==> src/rtl/cb_control_gen.sv <==
// Purpose: chain-of-integrators control-bounded ADC emulator producing N control bits per clock.
// Latency: a sample accepted on edge t affects s[0] and out[0] from edge t+1; out is registered.
// Backpressure: in_ready is high in IDLE and for one cycle per OSR-clock slot; a missed slot pulses underrun.
//
// Ports:
//   clk        rising-edge system clock
//   rst        asynchronous active-low reset
//   in_sample  signed input sample, held for OSR clocks once accepted
//   in_valid   in_sample is valid
//   in_ready   sample accepted this cycle when in_valid is also high
//   out        control bits, out[k]=1 means integrator k >= 0
//   out_valid  out holds a live control vector
//   underrun   one-cycle pulse when a sample slot passed without a new sample
//
// Optional build macro: CB_DITHER_EN adds a +/-1 LSB LFSR dither to the first stage drive.
module cb_control_gen #(
  parameter int N          = 3,
  parameter int width      = 16,
  parameter int KAPPA      = 1024,
  parameter int GAIN_SHIFT = 2,
  parameter int OSR        = 8
) (
  input  logic                    clk,
  input  logic                    rst,
  input  logic signed [width-1:0] in_sample,
  input  logic                    in_valid,
  output logic                    in_ready,
  output logic [N-1:0]            out,
  output logic                    out_valid,
  output logic                    underrun
);

  localparam int CW = (OSR > 2) ? $clog2(OSR) : 1;
  localparam int EW = width + 2;

  // Clamp bounds and feedback magnitude at the extended arithmetic width.
  localparam logic signed [EW-1:0] SMAX = {3'b000, {(width-1){1'b1}}};
  localparam logic signed [EW-1:0] SMIN = {3'b111, {(width-1){1'b0}}};
  localparam logic signed [EW-1:0] KAP  = EW'(KAPPA);

  typedef enum logic {IDLE, RUN} state_t;

  state_t                  state, state_nxt;
  logic [CW-1:0]           cnt;
  logic signed [width-1:0] h;
  logic signed [width-1:0] s      [N];
  logic signed [width-1:0] s_next [N];
  logic signed [EW-1:0]    drv    [N];
  logic signed [EW-1:0]    sum    [N];
  logic                    slot_end;
  logic                    load;

  assign slot_end = (cnt == CW'(OSR-1));

`ifdef CB_DITHER_EN
  logic [15:0] lfsr;
  logic        lfsr_fb;
  assign lfsr_fb = lfsr[15] ^ lfsr[13] ^ lfsr[12] ^ lfsr[10];
`endif

  // ---------------- FSM ----------------
  always_ff @(posedge clk or negedge rst) begin
    if (!rst) state <= IDLE;
    else      state <= state_nxt;
  end

  always_comb begin
    state_nxt = state;
    in_ready  = 1'b0;
    load      = 1'b0;
    case (state)
      IDLE: begin
        in_ready = 1'b1;
        if (in_valid) begin
          load      = 1'b1;
          state_nxt = RUN;
        end
      end
      RUN: begin
        in_ready = slot_end;
        load     = slot_end && in_valid;
      end
      default: state_nxt = IDLE;
    endcase
  end

  // ---------------- integrator chain ----------------
  // Every stage reads the pre-update value of its predecessor, so the whole
  // chain is computed combinationally from current state and registered at once.
  always_comb begin
`ifdef CB_DITHER_EN
    drv[0] = ($signed({{2{h[width-1]}}, h}) >>> GAIN_SHIFT)
           + (lfsr[0] ? EW'(1) : -EW'(1));
`else
    drv[0] = $signed({{2{h[width-1]}}, h}) >>> GAIN_SHIFT;
`endif
    for (int k = 1; k < N; k++) begin
      drv[k] = $signed({{2{s[k-1][width-1]}}, s[k-1]}) >>> GAIN_SHIFT;
    end
    for (int k = 0; k < N; k++) begin
      sum[k] = $signed({{2{s[k][width-1]}}, s[k]}) + drv[k] - (out[k] ? KAP : -KAP);
      if (sum[k] > SMAX)      s_next[k] = SMAX[width-1:0];
      else if (sum[k] < SMIN) s_next[k] = SMIN[width-1:0];
      else                    s_next[k] = sum[k][width-1:0];
    end
  end

  always_ff @(posedge clk or negedge rst) begin
    if (!rst) begin
      for (int k = 0; k < N; k++) s[k] <= '0;
      out       <= '0;
      out_valid <= 1'b0;
    end else if (state == RUN) begin
      for (int k = 0; k < N; k++) begin
        s[k]   <= s_next[k];
        out[k] <= ~s_next[k][width-1];
      end
      out_valid <= 1'b1;
    end
  end

  // ---------------- sample slot ----------------
  // The held sample is swapped on the same edge as an integrator update;
  // the update on that edge still sees the old h.
  always_ff @(posedge clk or negedge rst) begin
    if (!rst) begin
      h        <= '0;
      cnt      <= '0;
      underrun <= 1'b0;
    end else begin
      if (load) h <= in_sample;
      if (state == IDLE) begin
        if (load) cnt <= '0;
        underrun <= 1'b0;
      end else begin
        cnt      <= slot_end ? '0 : cnt + CW'(1);
        underrun <= slot_end && !in_valid;
      end
    end
  end

`ifdef CB_DITHER_EN
  always_ff @(posedge clk or negedge rst) begin
    if (!rst)              lfsr <= 16'hACE1;
    else if (state == RUN) lfsr <= {lfsr[14:0], lfsr_fb};
  end
`endif

endmodule

==> config.mk <==
export PLATFORM = sky130hd
export DESIGN_NAME = cb_control_gen
export DESIGN_NICKNAME = d
export VERILOG_FILES = /design/src/rtl/cb_control_gen.sv
export SDC_FILE = /design/constraint.sdc
export NUM_CORES = 1
export LEC_CHECK = 0
export BUFFER_PORTS_ARGS = -buffer_cell sky130_fd_sc_hd__buf_2
export CORE_MARGIN = 2
export CORE_UTILIZATION = 35
export CTS_CLUSTER_SIZE = 14
export DETAILED_ROUTE_END_ITERATION = 10
export SYNTH_ARGS = -nofsm -noshare
export SYNTH_HDL_FRONTEND = slang
export SYNTH_SLANG_ARGS = --single-unit
export TNS_END_PERCENT = 20
==> constraint.sdc <==
create_clock -name clk -period 7.55 [get_ports clk]
set_clock_uncertainty 0.05 [all_clocks]
set_input_delay 0.3775 -clock clk [delete_from_list [all_inputs] [get_ports clk]]
set_output_delay 0.3775 -clock clk [all_outputs]
set_load 0.005 [all_outputs]
# == Word-level counts from Yosys, hierarchy flattened ==
# Index checks and enable logic that the tools add are counted.
# word_totals
register_bits,73
latch_bits,0
ramBits,0
mem_bits_ro,0
output_inout_bits,6
elab_cells,48
mem_count,0
# op_classes
addsub,7
multipliers,0
n_div,0
order_cmp,6
eq_ne,1
shift,0
n_mux,17
bitwise_logic,4
reduce_logical,4
# op_table
cell,n
two-way mux 16 bit,6
"greater-than comparator 18 x 16 -> 1 bit, second input constant",3
"< comparator 18 x 16 -> 1 bit, second input constant",3
two-way mux 18 bit,3
subtractor 17 x 18 -> 18 bit,3
adder 16 x 14 -> 17 bit,3
two-way mux 3 bit,3
NOT 1 bit,4
case mux 1 bit (2 select lines),2
"adder 3 x 1 -> 3 bit, second input constant",1
"== test 3 bit, second input constant",1
two-way mux 1 bit,3
logical AND 1 bit,2
nonzero test 2 bit,1
logical NOT 1 bit,1

# == Logic depth before layout (Yosys ltp) ==
# depth
word_depth,6
ltp_mapped,15
depth_no_buf,13

# == Worst setup path after synthesis ==
# No wires, ideal clock.
# synth_path
kind,reg-to-reg
from,register out[0]
to,register s[32] (netlist bit)
setup_time_ps,123
arrival_time_ps,3295
slack_ps,4082
path_stages_with_launch,13
synth_period_minus_slack_ps,3468
cell_sequence,dfrtp_1 > inv_1 > fa_1 > inv_1 > ha_1 > nand3_1 > a2111oi_4 > o21ai_1 > mux2_4 > a2111oi_4 > a21o_1 > nand2_1 > o221a_1
# synth_via
elab_chain_cells,5
# synth_lines
element,line_no,text
"start, declared",28,"output logic [N-1:0] out,"
"start signal, assigned by index",116,out[k] <= ~s_next[k][width-1];
two-way mux 18 bit *,101,"sum[k] = $signed({{2{s[k][width-1]}}, s[k]}) + drv[k] - (out[k] ? KAP : -KAP);"
subtractor 17 x 18 -> 18 bit *,101,
< comparator 18 x 16 -> 1 bit,103,else if (sum[k] < SMIN) s_next[k] = SMIN[width-1:0];
two-way mux 16 bit,103,
two-way mux 16 bit *,102,if (sum[k] > SMAX) s_next[k] = SMAX[width-1:0];
"end signal, assigned by index",115,s[k] <= s_next[k];
"end, declared",46,logic signed [width-1:0] s [N];
# Every way passes the cells marked *; elsewhere a longest branch is shown, timed or not.
# A chain may end at the register's enable or synchronous reset.

# == Worst setup path in the final report ==
# Ends and elaborated chain as after synthesis.

==> results.sh <==
export IMPL_place_congestion=0.862
export IMPL_synth_top_family_by_area="compound AO/OA/AOI/OAI gates"
export IMPL_post_route_min_period_ps=4260
export IMPL_cts_max_path_buffers=2
export IMPL_timing_critical_path_cells="inv_1 > fa_1 > inv_1 > ha_1 > nand3_1 > a2111oi_4 > o21ai_1 > mux2_4 > a2111oi_4 > a21o_1 > nand2_1 > o221a_1"
export IMPL_clock_tree_root_driver_cell="sky130_fd_sc_hd__clkbuf_16"
export IMPL_synthesis_instances=694
export IMPL_cts_hold_fix_bufs=0
export IMPL_synth_simple_gate_area_share=0.0902
export IMPL_clk_latency_ps=340
export IMPL_cp_start_kind="register"
export IMPL_core_box_area_mm2=0.0173
export IMPL_min_path_type="input port to async pin"
export IMPL_h_tree_depth=3
export IMPL_post_synth_cell_area_avg_um2=8.94
export IMPL_antenna_violations_before_repair=0
export IMPL_critical_path_slowest_cell="sky130_fd_sc_hd__a2111oi_4"
export IMPL_synthDominantAreaCellType="sky130_fd_sc_hd__dfrtp_1"
export IMPL_y_dimension_of_the_die_um=137
export IMPL_layout_nets=826
export IMPL_min_period_over_period=0.564
export IMPL_clock_sinks=71
export IMPL_drc_errors=0
export IMPL_design_die_area_mm2=0.0188
export IMPL_placementRows=48
export IMPL_detail_route_vias_per_cell=5.01
export IMPL_achievable_clock_frequency_mhz=235
export IMPL_synth_cell_type_count=62
export IMPL_grt_pass1_wl_um=21900
export IMPL_cp_arrival_ps=4440
export IMPL_synthToLayoutAreaGrowth_pct=9.88
export IMPL_residual_antenna_violating_net_count_after_detailed_routing=0
export IMPL_worst_path_largest_cell_delay_ps=860
export IMPL_initial_core_util=0.359
export IMPL_report_final_slew_viol_count=0
export IMPL_numPortBuffers=22
export IMPL_cts_post_setup_buffers_inserted=0
export IMPL_worst_path_buf_inv=2
export IMPL_outcome="completed"
export IMPL_clkTransAtPathRegs_ps=60
export IMPL_synthesis_yosys_warnings=0
export IMPL_synth_mux_area_frac=0.0313
export IMPL_detail_route_first_pass_iterations=4
export IMPL_worst_ep_required_time_ps=7730
export IMPL_number_of_max_cap_violations=0
export IMPL_maxSlewHeadroom=0.166
export IMPL_synth_compound_area_frac=0.234
export IMPL_post_cts_resized=0
export IMPL_critical_path_endpoint_type="register"
export IMPL_synth_xor_area_share=0.0534
export IMPL_layout_drive_gt1_share=0.101
export IMPL_synth_main_ff_cell="sky130_fd_sc_hd__dfrtp_1"
export IMPL_synth_fa_ha_area_frac=0.216
export IMPL_timing_critical_path_fanout_max=15
export IMPL_grt_overflow_total=0
export IMPL_antennaDiodeCount=0
export IMPL_critical_path_top_delay_family="compound AO/OA/AOI/OAI gates"
export IMPL_globalRouteTotalUtil=0.146
export IMPL_detail_route_wl_per_cell_um=13.3
export IMPL_vias_in_the_first_global_route=4741
export IMPL_fp_dieW_um=137
export IMPL_syn_cell_area_mm2=0.00620
export IMPL_transition_time_at_the_pin_with_the_least_slew_margin_ps=1250
export IMPL_synth_edff_count=0
export IMPL_synth_top_area_share=0.286
export IMPL_ys_top_cells_by_area="sky130_fd_sc_hd__dfrtp_1, sky130_fd_sc_hd__ha_1, sky130_fd_sc_hd__inv_1, sky130_fd_sc_hd__fa_1, sky130_fd_sc_hd__a21oi_1"
export IMPL_rsz0062_at_grt="no"
export IMPL_route_vias_total=4700
export IMPL_ys_seq_area_frac=0.286
export IMPL_synth_ff_latch_count=71
export IMPL_final_setup_viol_count=0
export IMPL_cts_buffers_inserted=9
export IMPL_drt_initial_drc_count=144
export IMPL_worst_setup_path_type="register to register"
export IMPL_top_level_ports=25
export IMPL_drt_wl_total_um=12500
export IMPL_tritoncts_clock_tree="built"
export IMPL_total_nets_after_synthesis=811
export IMPL_dp_hpwl_um=9580
export IMPL_hold_viol=0
export IMPL_synth_async_reset_ratio=1.00
export IMPL_maximum_number_of_pins_on_one_net_before_global_route_repair=72
export IMPL_final_setup_tns_ps=0
-- layout by cell type (no fill, tap or decap), types with 15 or more instances in the layout --
cell type                  count
sky130_fd_sc_hd__dfrtp_1      70
sky130_fd_sc_hd__fa_1         15
sky130_fd_sc_hd__o21a_1       16
sky130_fd_sc_hd__inv_1       122
sky130_fd_sc_hd__a211oi_1     16
sky130_fd_sc_hd__nor2_1       38
sky130_fd_sc_hd__o22ai_1      16
sky130_fd_sc_hd__buf_2        21
sky130_fd_sc_hd__a21oi_1      56
sky130_fd_sc_hd__o21ai_0      36
sky130_fd_sc_hd__mux2_2       15
sky130_fd_sc_hd__nand2_1      27
sky130_fd_sc_hd__xnor2_1      25
sky130_fd_sc_hd__a21o_1       16
sky130_fd_sc_hd__ha_1         83
-- final timing paths --
| kind | slack, ps | startpoint | end | depth (start not counted) |
|---|---|---|---|---|
| max | 3290 | out[0] | s[32] | 12 |
| min in group clk | 160 | in_valid | underrun | 2 |
| max in group asynchronous | 6690 | rst | state | 1 |
| min | 120 | rst | h[7] | 1 |
| min reg2reg | 410 | out_valid | out_valid | 1 |
| max reg2reg | 3290 | out[0] | s[32] | 12 |
-- synth_stat cells (14+ instances only) --
master / n
sky130_fd_sc_hd__inv_1: 122
sky130_fd_sc_hd__ha_1: 83
sky130_fd_sc_hd__dfrtp_1: 71
sky130_fd_sc_hd__a21oi_1: 56
sky130_fd_sc_hd__nor2_1: 38
sky130_fd_sc_hd__o21ai_0: 36
sky130_fd_sc_hd__nand2_1: 27
sky130_fd_sc_hd__xnor2_1: 25
sky130_fd_sc_hd__a211oi_1: 16
sky130_fd_sc_hd__a21o_1: 16
sky130_fd_sc_hd__o21a_1: 16
sky130_fd_sc_hd__o22ai_1: 16
sky130_fd_sc_hd__fa_1: 15
sky130_fd_sc_hd__mux2_2: 15
sky130_fd_sc_hd__clkbuf_1: 14
-- stage by stage --
step | hold WS, ps | instance area [um2] | utilization | worst slack [ps] | instances
global route | 170 | 6820 | 0.394 | 3020 | 939
CTS | 148 | 6820 | 0.394 | 3270 | 939
detailed placement | 398 | 6530 | 0.377 | 3300 | 923
global placement | 399 | 6530 | 0.377 | 3330 | 923
floorplan | 31.9 | 6200 | - | 4080 | 694
finish | 118 | 6820 | 0.394 | 3290 | 939
-- area by class of cell --
cell class | count | area (um2)
clock buffers | 10 | 229
clock inverters | 6 | 61.3
fillers | 1775 | 10500
inverters | 122 | 458
multi-input cells | 480 | 3870
flip-flops and latches | 71 | 1780
well taps | 225 | 282
repair buffers | 25 | 135
-- worst reg2reg max path, cell delays in order (launching register included) --
cell                        delay [ps]
sky130_fd_sc_hd__dfrtp_1           580
sky130_fd_sc_hd__inv_1             120
sky130_fd_sc_hd__fa_1              540
sky130_fd_sc_hd__inv_1              40
sky130_fd_sc_hd__ha_1              350
sky130_fd_sc_hd__nand3_1           210
sky130_fd_sc_hd__a2111oi_4         360
sky130_fd_sc_hd__o21ai_1           140
sky130_fd_sc_hd__mux2_4            320
sky130_fd_sc_hd__a2111oi_4         860
sky130_fd_sc_hd__a21o_1            230
sky130_fd_sc_hd__nand2_1            80
sky130_fd_sc_hd__o221a_1           250
-- flip-flops by register name (all words and copies together), names as in the netlist --
name       count
drv           28
s             20
h             14
cnt            3
out            3
out_valid      1
state          1
underrun       1
-- cell families (layout without fill, tap and decap cells) --
family,Yosys count,in the layout
adder cells (fa/ha/maj),98,98
AO/OA/AOI/OAI,214,214
buffers and inverters,143,163
flip-flops,71,71
multiplexers,17,17
AND/OR/NAND/NOR,114,114
XOR/XNOR,37,37
-- routing by layer --
layer / track usage / up-vias / part of all wire
li1: - / 2448 / -
met3: 0.0189 / 15 / 0.019
met1: 0.195 / 2198 / 0.50
met4: 0.0550 / 0 / 0.017
met5: 0 / - / 0
met2: 0.241 / 39 / 0.46
Power is not shown: default switching activity piles up to over one toggle a cycle in this logic, so the estimate is an artifact.
